### src/rtl/masked_cumdiff_module_094.sv
// rtl/masked_cumdiff_module_094.sv - recovers masked elements from a per-row cumulative sum
// Row-segmented adjacent difference with mask consistency check and a single output register.
module masked_cumdiff_module_094 #(
  parameter int DATA_W  = 32,
  parameter int ROW_LEN = 16
) (
  input  logic              clk,
  input  logic              rst,
  input  logic              valid_in,
  output logic              ready_in,
  input  logic [DATA_W-1:0] input_data,
  input  logic              mask_in,
  output logic              valid_out,
  input  logic              ready_out,
  output logic [DATA_W-1:0] output_data,
  output logic              last_out,
  output logic              err_out,
  output logic              err_sticky
);

  typedef enum logic {ROW_START, IN_ROW} row_state_t;

  localparam logic [15:0] LAST_COL = 16'(ROW_LEN - 1);

  row_state_t        state, state_nxt;
  logic [DATA_W-1:0] prev;
  logic [DATA_W-1:0] base;
  logic [DATA_W-1:0] diff;
  logic [15:0]       col;
  logic              accept;
  logic              at_last;
  logic              elem_err;

  // Output register frees up in the same cycle it is drained, giving full throughput.
  assign ready_in = !valid_out || ready_out;
  assign accept   = valid_in && ready_in;

  always_ff @(posedge clk) begin
    if (rst) state <= ROW_START;
    else     state <= state_nxt;
  end

  always_comb begin
    state_nxt = state;
    if (accept) begin
      case (state)
        ROW_START: state_nxt = IN_ROW;
        IN_ROW:    if (at_last) state_nxt = ROW_START;
        default:   state_nxt = ROW_START;
      endcase
    end
  end

  // A fresh row differences against zero regardless of what prev holds.
  always_comb begin
    base    = '0;
    at_last = 1'b0;
    if (state == IN_ROW) begin
      base    = prev;
      at_last = (col == LAST_COL);
    end
  end

  assign diff     = input_data - base;
  assign elem_err = !mask_in && (diff != '0);

  always_ff @(posedge clk) begin
    if (rst) begin
      prev <= '0;
      col  <= '0;
    end else if (accept) begin
      if (at_last) begin
        prev <= '0;
        col  <= '0;
      end else begin
        prev <= input_data;
        col  <= col + 16'd1;
      end
    end
  end

  always_ff @(posedge clk) begin
    if (rst) begin
      valid_out   <= 1'b0;
      output_data <= '0;
      last_out    <= 1'b0;
      err_out     <= 1'b0;
      err_sticky  <= 1'b0;
    end else if (accept) begin
      valid_out   <= 1'b1;
      output_data <= mask_in ? diff : '0;
      last_out    <= at_last;
      err_out     <= elem_err;
      err_sticky  <= err_sticky | elem_err;
    end else if (ready_out) begin
      valid_out <= 1'b0;
    end
  end

endmodule

### config.mk
export PLATFORM = sky130hd
export DESIGN_NAME = masked_cumdiff_module_094
export DESIGN_NICKNAME = d
export VERILOG_FILES = /design/src/rtl/masked_cumdiff_module_094.sv
export SDC_FILE = /design/constraint.sdc
export NUM_CORES = 1
export LEC_CHECK = 0
export CORE_MARGIN = 1
export CORE_UTILIZATION = 31
export CTS_BUF_LIST = sky130_fd_sc_hd__clkbuf_4 sky130_fd_sc_hd__clkbuf_8 sky130_fd_sc_hd__clkbuf_16
export DETAILED_ROUTE_END_ITERATION = 12
export GPL_TIMING_DRIVEN = 0
export HOLD_SLACK_MARGIN = 0.02
export PLACE_DENSITY = 0.53
export SLEW_MARGIN = 20
export SYNTH_ARGS = -nofsm -noshare
export SYNTH_HDL_FRONTEND = slang
export SYNTH_SLANG_ARGS = --single-unit
### constraint.sdc
create_clock -name clk -period 7.3 [get_ports clk]
set_clock_uncertainty 0.05 [all_clocks]
set_input_delay 1.825 -clock clk [delete_from_list [all_inputs] [get_ports clk]]
set_output_delay 1.825 -clock clk [all_outputs]
set_load 0.02 [all_outputs]
# [Yosys cells after proc, flatten, opt, wreduce, memory -nomap -nowiden]
# Index checks and enable logic that the tools add are counted.
[totals] inputBits=37 out_inout_bits=37 reg_bits=85 elab_cells=29
[op_classes] muxes=9 reduce_logical=7 add_sub_neg=2 n_eq_ne=1 bitwise=2
[op_table] op="32-bit 2-to-1 mux" count=3
[op_table] op="32-bit nonzero test" count=1
[op_table] op="32-bit subtractor" count=1
[op_table] op="16-bit by 1-bit adder with 16-bit output (second input constant)" count=1
[op_table] op="16-bit by 4-bit equality test with 1-bit output (second input constant)" count=1
[op_table] op="16-bit 2-to-1 mux" count=1
[op_table] op="1-bit 2-to-1 mux" count=4
[op_table] op="1-bit logical AND" count=2
[op_table] op="1-bit logical NOT" count=2
[op_table] op="1-bit case mux with 2 select lines" count=1
[op_table] op="2-bit nonzero test" count=1
[op_table] op="1-bit logical OR" count=1
[op_table] op="1-bit NOT" count=1
[op_table] op="1-bit bitwise OR" count=1

# [Logic depth before layout (Yosys ltp)]
# Gate-level depths: netlist of run 1.
[depth] word_depth=5 ltp_mapped=15

# [Worst setup path before layout of run 1]
# OpenSTA, ideal clock, no wires.
[synth_path] kind="input to register" startpoint="input input_data[0]" endpoint="register err_sticky" path_buffers=0 t_arrival_ns=4.304 cell_stages=13 setup_slack_ns=2.812 path_cell_list="inv_1 > ha_1 > inv_1 > fa_1 > a21o_1 > a221o_1 > a32oi_1 > a21oi_2 > a211o_1 > xor2_1 > or2_2 > nor3_1 > a31oi_1"
[synth_via] elab_chain_len=4
[synth_lines] item="start: declaration" line="11" source="input logic [DATA_W-1:0] input_data,"
[synth_lines] item="32-bit subtractor" line="64" source="assign diff = input_data - base;"
[synth_lines] item="32-bit nonzero test" line="65" source="assign elem_err = !mask_in && (diff != '0);"
[synth_lines] item="1-bit logical AND" line="65"
[synth_lines] item="1-bit bitwise OR" line="94" source="err_sticky <= err_sticky | elem_err;"
[synth_lines] item="end signal: assignment" line="94"
[synth_lines] item="end: declaration" line="18" source="output logic err_sticky"
# No other way between the ends.
# A chain may end at the register's enable or synchronous reset.

# [Final worst setup path of run 1]
[layout_path] startpoint="input input_data[0]" endpoint="register err_out"
[layout_via] elab_chain_len=3
[layout_lines] item="32-bit subtractor" line="64"
[layout_lines] item="32-bit nonzero test" line="65"
[layout_lines] item="1-bit logical AND" line="65"
[layout_lines] item="end signal: assignment" line="93" source="err_out <= elem_err;"
[layout_lines] item="end: declaration" line="17" source="output logic err_out,"
# No other way between the ends.

==> results of run 1 <==
==> synth_stat cells, types with 3 or more instances <==
cell type / number
dfxtp_1: 85
xor2_1: 19
a2bb2oi_1: 4
clkbuf_1: 39
o21bai_1: 4
ha_1: 37
o21ai_0: 25
and3_1: 12
and2_1: 5
or2_2: 6
nor3_1: 14
nor2_1: 69
o21ai_1: 3
or3_1: 6
nand3_1: 42
nand4_1: 14
a2111oi_0: 3
nand2_1: 102
nor4_1: 4
inv_1: 11
a21oi_1: 70
a21o_1: 7
a211oi_1: 3
a22oi_1: 25
a31oi_1: 7
xnor2_1: 18
==> final cells by class <==
class / count / area (um2)
fill: 1730 / 10100
multi-input combinational: 550 / 3370
sequential: 85 / 1700
timing repair buffer: 72 / 721
tap: 220 / 275
clock buffer: 9 / 225
buffer: 42 / 175
clock inverter: 7 / 57.6
inverter: 11 / 41.3
==> metrics by stage <==
step                      util (%)  power, mW  hold WS [ps]  instance area (um2)  setup slack (ps)
after global placement        37.8      0.820           387                 6290              1860
after CTS                     39.5       1.27           402                 6570              2220
after global routing          39.5       1.33           415                 6570              2020
after floorplan                  -      0.710           377                 5290              2810
final                         39.5       1.26           403                 6570              2170
after detailed placement      37.8      0.824           393                 6290              1850
==> flip-flops by register name (all words and copies together) (netlist names) <==
| name | cells |
|---|---|
| col | 16 |
| err_out | 1 |
| err_sticky | 1 |
| last_out | 1 |
| output_data | 32 |
| prev | 32 |
| state | 1 |
| valid_out | 1 |
==> final timing paths <==
path                                     start        endpoint  slack (ps)
worst max-delay path             input_data[0]         err_out        2170
worst min register to register  output_data[0]  output_data[0]         400
worst min-delay path            output_data[0]  output_data[0]         400
worst max register to register           state         err_out        3050
==> cells by family after synthesis <==
family          share of synthesized area (%)
simple gates                             26.0
flops                                    32.2
xor+xnor                                 6.13
compound gates                           22.4
buf+inv                                  4.09
fa+ha+maj                                9.13
==> worst max-delay path, delay by kind of cell <==
family,cells,cell delay (ps)
AO/OA/AOI/OAI,5,1310
AND/OR/NAND/NOR,2,800
buffers and inverters,3,610
adder cells (fa/ha/maj),2,530
XOR/XNOR,1,210
==> routing by layer <==
metal / up-vias / share of wire (%) / track usage (%)
li1: 2638 / - / -
met1: 2544 / 46 / 25.4
met2: 137 / 47 / 32.6
met3: 19 / 4.6 / 3.37
met4: 0 / 2.1 / 7.09
met5: - / 0 / 0
==> power groups by stage <==
stage | registers, mW | clock network [mW] | logic, mW
final | 0.498 | 0.447 | 0.317
after global routing | 0.501 | 0.477 | 0.348
after CTS | 0.498 | 0.458 | 0.317
after detailed placement | 0.509 | 0 | 0.315
after global placement | 0.508 | 0 | 0.312
after floorplan | 0.520 | 0 | 0.190
==> results.yml, run 1 <==
synth:
  synthCells: 688
  synth_seq_cells: 85
  synthTopCellsByArea: "dfxtp_1, ha_1, nand2_1, a21oi_1, nor2_1"
  synth_top_area_share_pct: 32.2
  synth_edf_count: 0
  avgSynthCellArea_um2: 7.69
  syn_area_um2: 5290
  synth_top_cell_by_area: "dfxtp_1"
  ys_seq_area_share_pct: 32.2
  synth-main-ff-cell: "dfxtp_1"
  async_reset_ff_share_pct: 0
  synth_nets: 763
  yosysUniqueCellTypes: 68
  yosys_warnings: 0
clocking:
  postCtsHoldBufs: 0
  clkTransAtPathRegs_ps: 70
  cts_root_buf: "clkbuf_16"
  cts_made_buffers: 9
  clk_latency_ps: 350
  htree_levels: 3
  cts_setup_buffers: 0
  cts_resized: 0
  clock_path_buffers: 2
  tritoncts: "built"
  clock-sinks: 85
setup_path:
  worst_path_most_repeated_cell: "inv_1"
  crit_type: "in2reg"
  cp.required_ps: 7470
  worstPathCellList: "clkdlybuf4s50_1, inv_1, ha_1, inv_1, fa_1, a21o_1, a221o_1, a32oi_1, a21oi_2, xor2_1, or4b_4, nor4_4, a31oi_1"
  worstRegToRegCells: 14
  cpPeakStageDelay_ps: 580
  slowest_stage: "or4b_4"
  cp.arrival_ps: 5300
  crit_path_start_kind: "input pin"
  cp_max_fo: 4
  end_kind: "register"
power:
  leakage_nw: 2.38
  ir_drop_mv: 0.119
  p_sw_mw: 0.413
  power_density_nw_per_um2: 192
  p_comb_share_pct: 25.1
  netSwitchingFraction_pct: 32.7
  pwr-share-seq_pct: 39.5
  internal-power_mw: 0.849
  power.share.clock_pct: 35.4
timing:
  fmax_mhz: 195
  tightest_slew_ps: 922
  fin_crit_ps: 5130
  finalSetupViolations: 0
  post-route-period-util_pct: 70.2
  rsz0062_at_grt: "no"
  fin_tns_setup_ps: 0
  finalHoldViolCount: 0
  maxSlewViolCount: 0
  relSlewSlack_pct: 37.0
detailed_routing:
  drcViolationCount: 0
  routed_wl_um: 16700
  post_drt_wl_per_cell_um: 16.7
  drt_iter0_markers: 336
  vias: 5338
  firstDrtPassIters: 5
  vias_per_cell: 5.36
  ant_nets: 0
floorplanning:
  die_w_um: 133
  dieArea_um2: 17600
  coreArea_um2: 16600
  pin_count: 74
  die_h_um: 133
  start_util_pct: 31.8
  rows: 47
global_routing:
  grt-ovfl-total: 0
  track_usage_pct: 19.6
  antenna_found_initial: 0
  grt_max_degree: 17
  grt_pass1_wl_um: 27300
  grt_pass1_vias: 5227
placed_design:
  hpwlAfterDp_um: 13100
  gp_congestion: 0.895
  portBuffers: 72
  dp.cells: 980
layout:
  syn2layout_area_growth_pct: 24.2
  layout_commonest_cell: "nand2_1"
  drive_above_1_share_pct: 4.77
  mostFrequentLayoutCells: "nand2_1, dfxtp_1, clkdlybuf4s50_1"
  fin_cells: 996
  diodes: 0
  finalNetCount: 846
hold_path:
  whs_path_depth: 2
  hold_class: "reg2reg"
run:
  maxCapViolations: 0
run_status:
  status: "finished, final reports clean"
Power figures use the tool's default switching activity.
==> run 2: changes to the inputs <==
PLACE_DENSITY = 0.55   (was 0.53)
clock period = 4.5 ns   (was 7.3 ns; I/O delays follow)
==> run 2 against run 1 <==
Against the previous run:
- die area unchanged
- first-iteration DRC count increased by 4.5%
- setup slack got worse by 2100 ps
- critical path depth increased by 1
- largest cell class unchanged
- clock-buffer cell count increased by 2
==> results.yml, run 2 (synthesis gave the netlist of run 1 again) <==
timing:
  fin_tns_setup_ps: 0
  post-route-period-util_pct: 98.4
  tightest_slew_ps: 838
  fin_crit_ps: 4430
  maxSlewViolCount: 0
  finalHoldViolCount: 0
  fmax_mhz: 226
  rsz0062_at_grt: "no"
  finalSetupViolations: 0
  relSlewSlack_pct: 42.7
detailed_routing:
  post_drt_wl_per_cell_um: 16.2
  vias_per_cell: 5.23
  vias: 5208
  firstDrtPassIters: 5
  routed_wl_um: 16100
  drcViolationCount: 0
  ant_nets: 0
  drt_iter0_markers: 351
clocking:
  tritoncts: "built"
  htree_levels: 3
  clock-sinks: 85
  clkTransAtPathRegs_ps: 60
  cts_root_buf: "clkbuf_16"
  clock_path_buffers: 2
  cts_setup_buffers: 0
  cts_made_buffers: 9
  clk_latency_ps: 350
setup_path:
  critical_path_buf_inv_count: 3
  worstRegToRegCells: 13
  crit_path_start_kind: "input pin"
  cp.depth: 14
  slowest_stage: "clkdlybuf4s50_1"
  worst-r2r-setup-slack_ps: 340
  cp.required_ps: 4660
  cp_max_fo: 4
  end_kind: "register"
  r2r_start: "state"
  cpPeakStageDelay_ps: 470
  cp.arrival_ps: 4590
  worst_path_most_repeated_cell: "inv_1"
  r2r-end: "err_sticky"
  worstPathCellList: "clkdlybuf4s50_1, inv_1, ha_1, inv_1, fa_1, a21o_1, a221o_1, and3_1, o21ai_1, nand2_1, a211oi_1, xnor2_1, nor4_1, a31oi_1"
  crit_family: "compound AO/OA/AOI/OAI gates"
  crit_type: "in2reg"
global_routing:
  antenna_found_initial: 0
  grt_pass1_wl_um: 25700
  track_usage_pct: 18.7
  grt_pass1_vias: 4868
  grt-ovfl-total: 0
  grt_max_degree: 15
placed_design:
  portBuffers: 72
  hpwlAfterDp_um: 12500
  gp_congestion: 0.897
  placed_area_um2: 6290
run_status:
  status: "finished, final reports clean"
layout:
  largest_registers: "output_data x32, prev x32, col x16"
  multi_input_area_um2: 3390
  fin_area_um2: 6590
  diodes: 0
  regArea_um2: 1700
  syn2layout_area_growth_pct: 24.6
  mostFrequentLayoutCells: "nand2_1, dfxtp_1, clkdlybuf4s50_1"
  drive_above_1_share_pct: 5.28
  finalNetCount: 846
  layout_commonest_cell: "nand2_1"
  num-fill-cells: 1762
floorplanning:
  rows: 47
  pin_count: 74
  die_w_um: 133
  start_util_pct: 31.8
  die_h_um: 133
  dieArea_um2: 17600
  coreArea_um2: 16600
run:
  maxCapViolations: 0
hold_path:
  min_from: "prev[16]"
  worst_hold_path.endpoint: "prev[16]"
  whs_path_depth: 2
  hold_class: "reg2reg"
power:
  power_density_nw_per_um2: 310
  finalPower_mw: 2.04
  ir_drop_mv: 0.199
  leakage_nw: 2.38
==> run 2: how the worst max path moves through the flow <==
stage	from	to	slack (ps)
after floorplan	input_data[0]	err_sticky	710
after global placement	input_data[0]	err_out	-260
after detailed placement	input_data[0]	err_out	-270
after CTS	input_data[0]	err_sticky	80
after global routing	input_data[0]	err_out	10
final	input_data[0]	err_sticky	70
==> run 2: area by class of cell <==
cell class	instances	share of cell area [%]
clock buffer	11	3.84
tap	220	4.18
timing repair buffer	72	10.9
buffer	42	2.70
sequential	85	25.8
clock inverter	5	0.532
multi-input combinational	550	51.4
inverter	11	0.627
==> run 2: worst min-delay path, delay by kind of cell (launching register included) <==
family / cells / cell delay, ps
AOI/OAI and AO/OA: 1 / 50
and+or+nand+nor: 1 / 50
DFF: 1 / 310
==> run 2: what timing repair did <==
action,CTS,global route
hold buffers,0,0
endpoints found under the hold margin,0,0
setup endpoints to repair,0,2
gates resized for setup,0,6
==> run 2: per-stage QoR <==
stage / util (%) / std cells / worst slack (ps) / hold WS [ps]
after floorplan: - / 688 / 712 / 377
after global placement: 37.8 / 980 / -257 / 388
after detailed placement: 37.8 / 980 / -269 / 396
after CTS: 39.5 / 996 / 78.8 / 404
after global routing: 39.6 / 996 / 9.74 / 421
final: 39.6 / 996 / 72.4 / 400
==> run 2: power breakdown <==
part | switching (mW) | internal (mW) | total, mW
clock | 0.321 | 0.403 | 0.724
sequential | 0.0202 | 0.789 | 0.810
combinational | 0.303 | 0.207 | 0.510
==> run 2: layer usage <==
metal,vias to the layer above,GRT usage (%),share of wire (%)
met4,0,6.90,2.5
li1,2632,-,-
met3,21,3.41,4.4
met2,136,30.3,45
met1,2419,24.7,48
met5,-,0,0
==> run 3: changes to the inputs <==
SKIP_LAST_GASP = 1   (was not set)
clock period = 3.98 ns   (was 4.5 ns; I/O delays follow)
==> run 3 against run 2 <==
Against the previous run:
- critical path depth fell by 2
- sequential cell count did not move
- final cell count rose by 0.90%
- non-clock buffer count rose by 9
- clock-buffer cell count did not move
- utilization rose by 1.2 points
- critical path type unchanged
- largest power group unchanged
==> results.yml, run 3 (synthesis gave the netlist of run 1 again) <==
run_status:
  status: "finished, final reports clean"
clocking:
  clock-sinks: 85
  postCtsHoldBufs: 0
  clkTransAtPathRegs_ps: 60
  clk_latency_ps: 350
  tritoncts: "built"
  htree_levels: 3
  cts_made_buffers: 9
  cts_root_buf: "clkbuf_16"
  clock_path_buffers: 2
timing:
  finalHoldViolCount: 0
  fmax_mhz: 256
  relSlewSlack_pct: 40.0
  fin_crit_ps: 3910
  finalSetupViolations: 0
  fin_tns_setup_ps: 0
  maxSlewViolCount: 0
  post-route-period-util_pct: 98.3
  tightest_slew_ps: 878
hold_path:
  hold_class: "reg2reg"
floorplanning:
  coreArea_um2: 16600
  die_h_um: 133
  rows: 47
  die_w_um: 133
  pin_count: 74
  start_util_pct: 31.8
  dieArea_um2: 17600
global_routing:
  grt-ovfl-total: 0
  grt_pass1_wl_um: 26200
  use_met2_pct: 31.3
  grt.busiest_layer: "met2"
  met3_usage_pct: 3.33
  grt_pass1_vias: 4950
  met1_usage_pct: 25.0
  grt_max_degree: 15
  antenna_found_initial: 0
  track_usage_pct: 19.0
power:
  p_comb_share_pct: 26.0
  internal-power_mw: 1.60
  power.share.clock_pct: 35.0
  netSwitchingFraction_pct: 31.7
  leakage_nw: 2.46
  ir_drop_mv: 0.232
  p_sw_mw: 0.745
  pwr-share-seq_pct: 39.0
  finalPower_mw: 2.35
  power_density_nw_per_um2: 346
placed_design:
  portBuffers: 72
  hpwlAfterDp_um: 12500
  dp.cells: 980
  gp_congestion: 0.897
setup_path:
  cp.required_ps: 4150
  crit_path_start_kind: "input pin"
  cpPeakStageDelay_ps: 540
  crit_path_end: "err_sticky"
  crit_family: "compound AO/OA/AOI/OAI gates"
  end_kind: "register"
  cp.depth: 12
  crit_type: "in2reg"
  cp.arrival_ps: 4080
  critical_path_buf_inv_count: 2
  worstPathCellList: "clkdlybuf4s50_1, ha_4, a21o_1, a221o_1, a32oi_2, a21oi_2, buf_4, a211o_1, xor2_1, or2_2, nor3_1, a31oi_1"
  worst-r2r-setup-slack_ps: 240
  worstSetupStartpoint: "input_data[4]"
  worstRegToRegCells: 13
  cp_max_fo: 6
  r2r-end: "err_sticky"
  slowest_stage: "clkdlybuf4s50_1"
  r2r_start: "state"
detailed_routing:
  firstDrtPassIters: 5
  drcViolationCount: 0
  post_drt_wl_per_cell_um: 16.3
  vias_per_cell: 5.26
  drt_iter0_markers: 402
  ant_nets: 0
  vias: 5284
  routed_wl_um: 16400
layout:
  fin_cells: 1005
  diodes: 0
  final_util_pct: 40.8
  largest_registers: "output_data x32, prev x32, col x16"
  layout_commonest_cell: "nand2_1"
  mostFrequentLayoutCells: "nand2_1, dfxtp_1, clkdlybuf4s50_1"
  drive_above_1_share_pct: 9.94
  syn2layout_area_growth_pct: 28.2
  finalNetCount: 855
run:
  maxCapViolations: 0
-- run 3: cell count changes in the layout (fill, tap and decap cells not counted), sizes merged --
cell           before  now
buf                 2   16
clkbuf             51   47
clkdlybuf4s50      72   70
dlygate4sd2         0    1
-- run 3: what timing repair did --
item                       4_1_cts  5_1_grt
setup endpoints to repair        2        2
resized for setup               22       16
pin swaps                       14        8
setup buffers                   11        3
-- run 3: cell type report --
cell class | count | area (um2)
flip-flops and latches | 85 | 1700
clock inverters | 5 | 35.0
multi-input cells | 550 | 3490
well taps | 220 | 275
clock buffers | 11 | 253
repair buffers | 86 | 820
inverters | 11 | 41.3
plain buffers | 37 | 165
fillers | 1754 | 9860
-- run 3: tightest hold or removal path: stages, from the launching register on --
cell and delay [ps]:
dfxtp_1 310, nand2_1 50, a21oi_1 50
-- run 3: per-stage QoR --
step	instance area [um2]	hold WS [ps]	worst slack (ps)
floorplan	5290	377	322
global placement	6290	388	-647
detailed placement	6290	396	-659
CTS	6720	404	3.36
global route	6780	421	-7.34
finish	6780	400	66.9
-- run 3: power groups by stage --
stage               Combinational [mW]  Clock, mW  Sequential [mW]
floorplan                        0.349          0            0.954
global placement                 0.570          0            0.934
detailed placement               0.569          0            0.934
CTS                              0.595      0.842            0.915
global route                     0.668      0.874            0.921
finish                           0.611      0.821            0.917
-- run 3: worst min-delay path by stage --
stage / start / endpoint / cells after the start
after floorplan: prev[0] / prev[0] / 2
after global placement: prev[0] / prev[0] / 2
after detailed placement: prev[16] / prev[16] / 2
after CTS: prev[16] / prev[16] / 2
after global routing: output_data[1] / output_data[1] / 2
final: prev[16] / prev[16] / 2
-- run 3: per-layer routing --
metal / share of wire [%] / wire length [um]
met1: 47 / 7680
met2: 46 / 7520
met4: 2.5 / 403
met5: 0 / 0
met3: 4.8 / 779
